==> src/rtl/fifo_drain_serial_tx.sv <==
// -----------------------------------------------------------------------------
// fifo_drain_serial_tx
//
// Read-side consumer for the synchronous FIFO. Pops one word at a time using
// the FIFO's registered-read protocol (one-cycle pop strobe, data valid on the
// following cycle) and sends each word as an asynchronous serial frame:
// start bit (0), WIDTH data bits LSB first, optional even-parity bit, stop
// bit (1). Every bit lasts CLKS_PER_BIT clk cycles.
//
// Build option:
//   FIFO_TX_PARITY_EN  when defined, a parity bit (XOR of the data bits) is
//                      sent between the last data bit and the stop bit.
//
// Ports:
//   clk            system clock, rising edge
//   rst            asynchronous, active-high reset
//   i_enable       allow new words to be fetched (sampled only in IDLE)
//   i_fifo_empty   FIFO empty flag, 1 = no word available
//   i_fifo_data    FIFO registered read data
//   o_fifo_read    one-cycle pop strobe to the FIFO
//   o_tx           serial line, idle high
//   o_busy         high whenever the FSM is not in IDLE
//   o_frames_sent  count of completed frames, wraps 255 -> 0
//
// State   | meaning
// --------+-------------------------------------------------------------
// IDLE    | line high, waiting for enable and a non-empty FIFO
// FETCH   | pop strobe is on the FIFO this cycle
// LATCH   | FIFO read data valid; capture it and drop the line
// START   | start bit (0)
// DATA    | data bits, LSB first
// PARITY  | even parity bit (only with FIFO_TX_PARITY_EN)
// STOP    | stop bit (1); frame counted on its last cycle
// -----------------------------------------------------------------------------
module fifo_drain_serial_tx #(
    parameter int WIDTH        = 4,
    parameter int CLKS_PER_BIT = 16,
    parameter int CNT_W        = 8
) (
    input  logic             clk,
    input  logic             rst,
    input  logic             i_enable,
    input  logic             i_fifo_empty,
    input  logic [WIDTH-1:0] i_fifo_data,
    output logic             o_fifo_read,
    output logic             o_tx,
    output logic             o_busy,
    output logic [7:0]       o_frames_sent
);

    localparam int IDX_W = (WIDTH > 1) ? $clog2(WIDTH) : 1;
    localparam logic [CNT_W-1:0] CNT_LAST = CNT_W'(CLKS_PER_BIT - 1);
    localparam logic [IDX_W-1:0] IDX_LAST = IDX_W'(WIDTH - 1);

    typedef enum logic [2:0] {
        S_IDLE   = 3'd0,
        S_FETCH  = 3'd1,
        S_LATCH  = 3'd2,
        S_START  = 3'd3,
        S_DATA   = 3'd4,
`ifdef FIFO_TX_PARITY_EN
        S_PARITY = 3'd5,
`endif
        S_STOP   = 3'd6
    } state_t;

    state_t           r_state, w_state;
    logic [WIDTH-1:0] r_shift, w_shift;
    logic [CNT_W-1:0] r_cnt,   w_cnt;
    logic [IDX_W-1:0] r_idx,   w_idx;
    logic             r_tx,    w_tx;
    logic             r_read,  w_read;
    logic             r_busy,  w_busy;
    logic [7:0]       r_frames, w_frames;
`ifdef FIFO_TX_PARITY_EN
    logic             r_parity, w_parity;
`endif

    logic w_bit_end;
    assign w_bit_end = (r_cnt == CNT_LAST);

    always_ff @(posedge clk or posedge rst) begin
        if (rst) begin
            r_state  <= S_IDLE;
            r_shift  <= '0;
            r_cnt    <= '0;
            r_idx    <= '0;
            r_tx     <= 1'b1;
            r_read   <= 1'b0;
            r_busy   <= 1'b0;
            r_frames <= '0;
`ifdef FIFO_TX_PARITY_EN
            r_parity <= 1'b0;
`endif
        end else begin
            r_state  <= w_state;
            r_shift  <= w_shift;
            r_cnt    <= w_cnt;
            r_idx    <= w_idx;
            r_tx     <= w_tx;
            r_read   <= w_read;
            r_busy   <= w_busy;
            r_frames <= w_frames;
`ifdef FIFO_TX_PARITY_EN
            r_parity <= w_parity;
`endif
        end
    end

    always_comb begin
        w_state  = r_state;
        w_shift  = r_shift;
        w_cnt    = r_cnt;
        w_idx    = r_idx;
        w_tx     = r_tx;
        w_read   = 1'b0;
        w_busy   = r_busy;
        w_frames = r_frames;
`ifdef FIFO_TX_PARITY_EN
        w_parity = r_parity;
`endif

        case (r_state)
            S_IDLE: begin
                w_tx  = 1'b1;
                w_cnt = '0;
                if (i_enable && !i_fifo_empty) begin
                    w_read  = 1'b1;
                    w_busy  = 1'b1;
                    w_state = S_FETCH;
                end
            end
            S_FETCH: begin
                w_state = S_LATCH;
            end
            S_LATCH: begin
                // FIFO output is valid now, one cycle after the pop strobe.
                w_shift = i_fifo_data;
`ifdef FIFO_TX_PARITY_EN
                w_parity = ^i_fifo_data;
`endif
                w_tx    = 1'b0;
                w_cnt   = '0;
                w_state = S_START;
            end
            S_START: begin
                if (w_bit_end) begin
                    w_cnt   = '0;
                    w_idx   = '0;
                    w_tx    = r_shift[0];
                    w_state = S_DATA;
                end else begin
                    w_cnt = r_cnt + CNT_W'(1);
                end
            end
            S_DATA: begin
                if (w_bit_end) begin
                    w_cnt   = '0;
                    w_shift = r_shift >> 1;
                    if (r_idx == IDX_LAST) begin
`ifdef FIFO_TX_PARITY_EN
                        w_tx    = r_parity;
                        w_state = S_PARITY;
`else
                        w_tx    = 1'b1;
                        w_state = S_STOP;
`endif
                    end else begin
                        w_idx = r_idx + IDX_W'(1);
                        w_tx  = w_shift[0];
                    end
                end else begin
                    w_cnt = r_cnt + CNT_W'(1);
                end
            end
`ifdef FIFO_TX_PARITY_EN
            S_PARITY: begin
                if (w_bit_end) begin
                    w_cnt   = '0;
                    w_tx    = 1'b1;
                    w_state = S_STOP;
                end else begin
                    w_cnt = r_cnt + CNT_W'(1);
                end
            end
`endif
            S_STOP: begin
                if (w_bit_end) begin
                    w_cnt    = '0;
                    w_frames = r_frames + 8'd1;
                    w_busy   = 1'b0;
                    w_state  = S_IDLE;
                end else begin
                    w_cnt = r_cnt + CNT_W'(1);
                end
            end
            default: begin
                w_state = S_IDLE;
                w_tx    = 1'b1;
                w_busy  = 1'b0;
                w_cnt   = '0;
            end
        endcase
    end

    assign o_fifo_read   = r_read;
    assign o_tx          = r_tx;
    assign o_busy        = r_busy;
    assign o_frames_sent = r_frames;

endmodule

==> config.mk <==
export PLATFORM = sky130hd
export DESIGN_NAME = fifo_drain_serial_tx
export DESIGN_NICKNAME = d
export VERILOG_FILES = /design/src/rtl/fifo_drain_serial_tx.sv
export SDC_FILE = /design/constraint.sdc
export NUM_CORES = 1
export LEC_CHECK = 0
export ABC_AREA = 0
export CORE_MARGIN = 8
export CORE_UTILIZATION = 51
export CTS_CLUSTER_DIAMETER = 30
export DETAILED_ROUTE_END_ITERATION = 16
export GPL_TIMING_DRIVEN = 1
export HOLD_SLACK_MARGIN = 0.15
export PLACE_DENSITY = 0.74
export SYNTH_ARGS = -nofsm -noshare
export SYNTH_HDL_FRONTEND = slang
export SYNTH_SLANG_ARGS = --single-unit
==> constraint.sdc <==
create_clock -name clk -period 2.6 [get_ports clk]
set_input_delay 0.26 -clock clk [delete_from_list [all_inputs] [get_ports clk]]
set_output_delay 0.26 -clock clk [all_outputs]
set_load 0.03 [all_outputs]
# Word level (Yosys, flattened, before mapping)

Cells that the tools add are included.

Flip-flop bits (word level): 28
Input port bits: 8

Add/subtract/negate cells: 3
Reduce and logical (&&, ||, !) cells: 14
Bitwise operators: 2
Equality and inequality tests: 13
Muxes and demuxes: 23

Operators with widths:

| operator                                       | count |
|---|---|
| one-hot mux 3 bit (6 select lines)             | 1 |
| adder 8 x 1 -> 8 bit (second input constant)   | 2 |
| one-hot mux 8 bit (2 select lines)             | 1 |
| 2-to-1 mux 3 bit                               | 5 |
| inequality test 2 bit (second input constant)  | 6 |
| == test 8 x 4 -> 1 bit (second input constant) | 1 |
| 2-to-1 mux 8 bit                               | 1 |
| one-hot mux 4 bit (2 select lines)             | 1 |
| 2-to-1 mux 1 bit                               | 7 |
| == test 3 x 2 -> 1 bit (second input constant) | 2 |
| == test 3 bit (second input constant)          | 2 |
| 2-to-1 mux 2 bit                               | 3 |
| AND reduction 3 bit                            | 2 |
| AND reduction 5 bit                            | 1 |
| 2-to-1 mux 4 bit                               | 1 |
| one-hot mux 1 bit (4 select lines)             | 1 |
| one-hot mux 2 bit (2 select lines)             | 1 |
| AND reduction 2 bit                            | 2 |
| AND reduction 4 bit                            | 1 |
| nonzero test 2 bit                             | 2 |
| OR reduction 4 bit                             | 1 |
| == test 3 x 1 -> 1 bit (second input constant) | 1 |
| zero test 3 bit                                | 1 |
| one-hot mux 1 bit (3 select lines)             | 1 |
| 7 further kinds                                | 8 |

# Logic depth before layout (Yosys ltp)

Depth after elaboration: 4
Depth in mapped cells: 6
Mapped depth without buffers: 5

# Worst setup path after synthesis

No wires, ideal clock.

Kind: register -> register
Start: reg r_cnt[5]
End: reg r_frames[1], in the netlist o_frames_sent[1]
Setup time: 0.125 ns
Required time: 2.475 ns
Clock period less this slack: 1.837 ns
Arrival: 1.712 ns
Stages on the path, launching flop included: 4
Path slack: 0.763 ns
Cells stage by stage: dfrtp_1 > or4_4 > nor3_2 > mux2_2

Longest elaborated chain between the ends: 2

RTL lines:

| what                          | line | RTL |
|---|---|---|
| start, declared               | 69   | `logic [CNT_W-1:0] r_cnt, w_cnt;` |
| start signal, assigned        | 98   | `r_cnt <= w_cnt;` |
| == test 8 x 4 -> 1 bit        | 80   | `assign w_bit_end = (r_cnt == CNT_LAST);` |
| AND reduction 2 bit (no line) | n/a  |  |
| end signal, assigned          | 103  | `r_frames <= w_frames;` |
| end, declared                 | 74   | `logic [7:0] r_frames, w_frames;` |

No other way between the ends.
A chain may end at the register's enable or synchronous reset.

# Final worst setup path

Ends and elaborated chain as after synthesis.

==> results.json <==
{
  "holdBufCountCts": 0,
  "final_hold_viol_count": 0,
  "clkSinkCount": 28,
  "drtIter0Drc": 48,
  "relSlewSlack": 0.6726,
  "fp.coreArea_sq_um": 2781,
  "viasPerCell": 5.916,
  "cts.reportedPaths.clkPinSlew_ns": 0.15,
  "io_buffer_count": 18,
  "n_antenna_cell": 0,
  "die-width_um": 70.24,
  "routedWlPerCell_um": 15.15,
  "stdcell_area_sq_um": 1755,
  "gp_congestion": 0.8391,
  "crit_start": "r_cnt[5]$_DFFE_PP0N_",
  "syn_to_final_growth_pct": 17.01,
  "htreeDepth": 1,
  "setup_tns_ns": 0,
  "start_kind": "register",
  "synth_seq_area_share": 0.4679,
  "multiInputGateArea_sq_um": 757.0,
  "placed_area_sq_um": 1719,
  "hold_ws_ns": 0.2758,
  "p_leak_uw": 0.0007293,
  "routed_wl_mm": 3.061,
  "arrival_ns": 2.16,
  "cts_tree": "yes",
  "p_per_area_nw_per_um2": 780.4,
  "grt_first_pass_wirelength_mm": 5.464,
  "placementRows": 19,
  "min-delay-path-class": "in2async",
  "critPathMaxFanout": 7,
  "grt_max_degree": 29,
  "syn_area_per_cell_sq_um": 9.805,
  "path_cells": "or4_4 -> nor3_2 -> mux2_2",
  "antenna_found_initial": 0,
  "worstSetupEndpointType": "register",
  "drtPass1Iterations": 4,
  "io_pins": 19,
  "netlist_instances": 153,
  "ys_ff_latch": 28,
  "drc": 0,
  "required_ns": 2.82,
  "fin_skew_ns": 0.008690,
  "cts_buffer_depth": 2,
  "vdd_drop_max_mv": 0.5840,
  "vias": 1195,
  "die_h_um": 70.24,
  "period_needed_ns": 1.933,
  "netlist_area_sq_um": 1500,
  "grt-ovfl-total": 0,
  "crit_type": "reg2reg",
  "post_cts_buffers": 0,
  "cts_root_buf": "clkbuf_4",
  "status": "finished, final reports clean",
  "nFillCells": 244,
  "ff_latch_area_sq_um": 701.9,
  "ctsResizeCount": 0,
  "reg2reg_from": "r_cnt[5]$_DFFE_PP0N_",
  "grt_util_all_layers": 0.1294,
  "clock.fmax_mhz": 517.2,
  "ys_warn_count": 0,
  "critPathMaxStageDelay_ns": 0.62,
  "start_util": 0.5394,
  "ant_nets": 0,
  "finalSetupViolCount": 0,
  "dpl.hpwl_mm": 2.260,
  "synth_nets": 164,
  "cpMaxStageDelayCell": "or4_4",
  "report.final.slew_viol_count": 0,
  "final_layout_size_suffix_gt1_frac": 0.09357,
  "cts_buffers": 3,
  "timing.final.crit_share": 0.7436,
  "clk_latency_ns": 0.33,
  "fp.dieArea_sq_um": 4933,
  "grt_setup_unrepaired": "no",
  "maxCapViolCount": 0,
  "yosys.cell_types.count": 40,
  "grt_pass1_vias": 1258,
  "fin_nets": 183,
  "tightest_slew_ns": 0.4912
}
-- final timing paths --
path | end | slack, ns | cells after the start
worst max-delay path | o_frames_sent[1]$_DFFE_PP0P_ | 0.67 | 3
worst min-delay path | o_frames_sent[7]$_DFFE_PP0P_ | 0.28 | 3
worst max register to register | o_frames_sent[1]$_DFFE_PP0P_ | 0.67 | 3
worst min register to register | o_frames_sent[7]$_DFFE_PP0P_ | 0.47 | 1
max in group asynchronous | o_tx$_DFFE_PP1P_ | 2.03 | 3
min in group clk | o_frames_sent[7]$_DFFE_PP0P_ | 0.47 | 1
-- cell families (layout without fill, tap and decap cells) --
logic type / after synthesis / count (layout) / share of synthesized area
AND/OR/NAND/NOR: 61 / 61 / 0.2410
AO/OA/AOI/OAI: 34 / 34 / 0.1410
flip-flops: 28 / 28 / 0.4679
XOR/XNOR: 12 / 12 / 0.07006
buffers and inverters: 11 / 29 / 0.02752
adder cells (fa/ha/maj): 4 / 4 / 0.03170
multiplexers: 3 / 3 / 0.02085
-- critical path, delay by kind of cell, from the launching register on --
family           cells  cell delay (ns)
and+or+nand+nor      2             0.98
DFF                  1             0.48
muxes                1             0.38
-- placed cells by master (no fill, tap or decap), types with 4 or more instances in the layout --
cell             synthesis  layout
a22oi_1                  4       4
nor2_1                  11      11
a21oi_1                  9       9
dfrtp_1                 27      27
clkdlybuf4s50_1          0      18
nand2b_1                 4       4
o21ai_0                  9       9
nand3_1                  8       8
buf_4                    0       4
xor2_1                   4       4
xnor2_1                  8       8
nor3_1                   5       5
nand2_1                 13      13
-- stage by stage --
step / cells / total power [uW] / worst slack (ns) / utilization
6_report: 202 / 1370 / 0.6667 / 0.6311
5_1_grt: 202 / 1472 / 0.5957 / 0.6311
4_1_cts: 202 / 1379 / 0.6713 / 0.6311
3_5_place_dp: 198 / 1170 / 0.6877 / 0.6181
3_3_place_gp: 198 / 1149 / 0.7107 / 0.6181
2_1_floorplan: 153 / 1032 / 0.7633 / -
-- flip-flops by register name, indices dropped and copies added, names as in the netlist --
signal,flops
r_state,3
r_idx,2
o_fifo_read,1
o_tx,1
r_cnt,8
o_frames_sent,8
o_busy,1
r_shift,4
-- cell type report --
cell class | count | area share
flip-flops and latches | 28 | 0.3999
repair buffers | 22 | 0.1197
clock buffers | 4 | 0.02067
inverters | 3 | 0.006415
multi-input cells | 114 | 0.4312
well taps | 31 | 0.02210
-- routing by layer --
metal,up-vias,wire (um),track usage
li1,590,-,-
met1,584,1444,0.1506
met2,16,1468,0.2203
met3,5,101,0.03107
met4,0,47,0.05357
met5,-,0,0
-- report_power, final --
part           switching [uW]  leakage, uW  internal [uW]  total (uW)
clock                     124    0.0000210           85.7         210
sequential                109     0.000362            536         645
combinational             289     0.000346            226         515
total                     522     0.000729            848        1370
-- cells in the mapped netlist (all sizes together) --
| library cell | n | area (sq um) |
|---|---|---|
| a211oi | 2 | 15.01 |
| a21oi | 9 | 45.04 |
| a22oi | 4 | 30.03 |
| a2bb2oi | 1 | 8.760 |
| a31oi | 1 | 6.260 |
| a32o | 1 | 10.01 |
| a41oi | 2 | 17.52 |
| and3 | 3 | 18.77 |
| and3b | 1 | 8.760 |
| buf | 1 | 3.750 |
| clkbuf | 7 | 26.28 |
| dfrtp | 27 | 675.7 |
| dfstp | 1 | 26.28 |
| ha | 3 | 37.54 |
| inv | 3 | 11.26 |
| maj3 | 1 | 10.01 |
| mux2 | 1 | 11.26 |
| mux2i | 2 | 20.02 |
| nand2 | 13 | 48.80 |
| nand2b | 4 | 25.02 |
| nand3 | 8 | 40.04 |
| nand4 | 3 | 18.77 |
| nor2 | 11 | 41.29 |
| nor2b | 1 | 6.260 |
| nor3 | 6 | 35.03 |
| nor3b | 2 | 15.01 |
| nor4 | 5 | 67.56 |
| nor4b | 1 | 8.760 |
| nor4bb | 1 | 10.01 |
| o211ai | 1 | 7.510 |
| o21ai | 9 | 45.04 |
| o22ai | 3 | 18.77 |
| o31ai | 1 | 7.510 |
| or2 | 1 | 6.260 |
| or4 | 1 | 11.26 |
| xnor2 | 8 | 70.07 |
| xor2 | 4 | 35.03 |
Power figures use the tool's default switching activity.
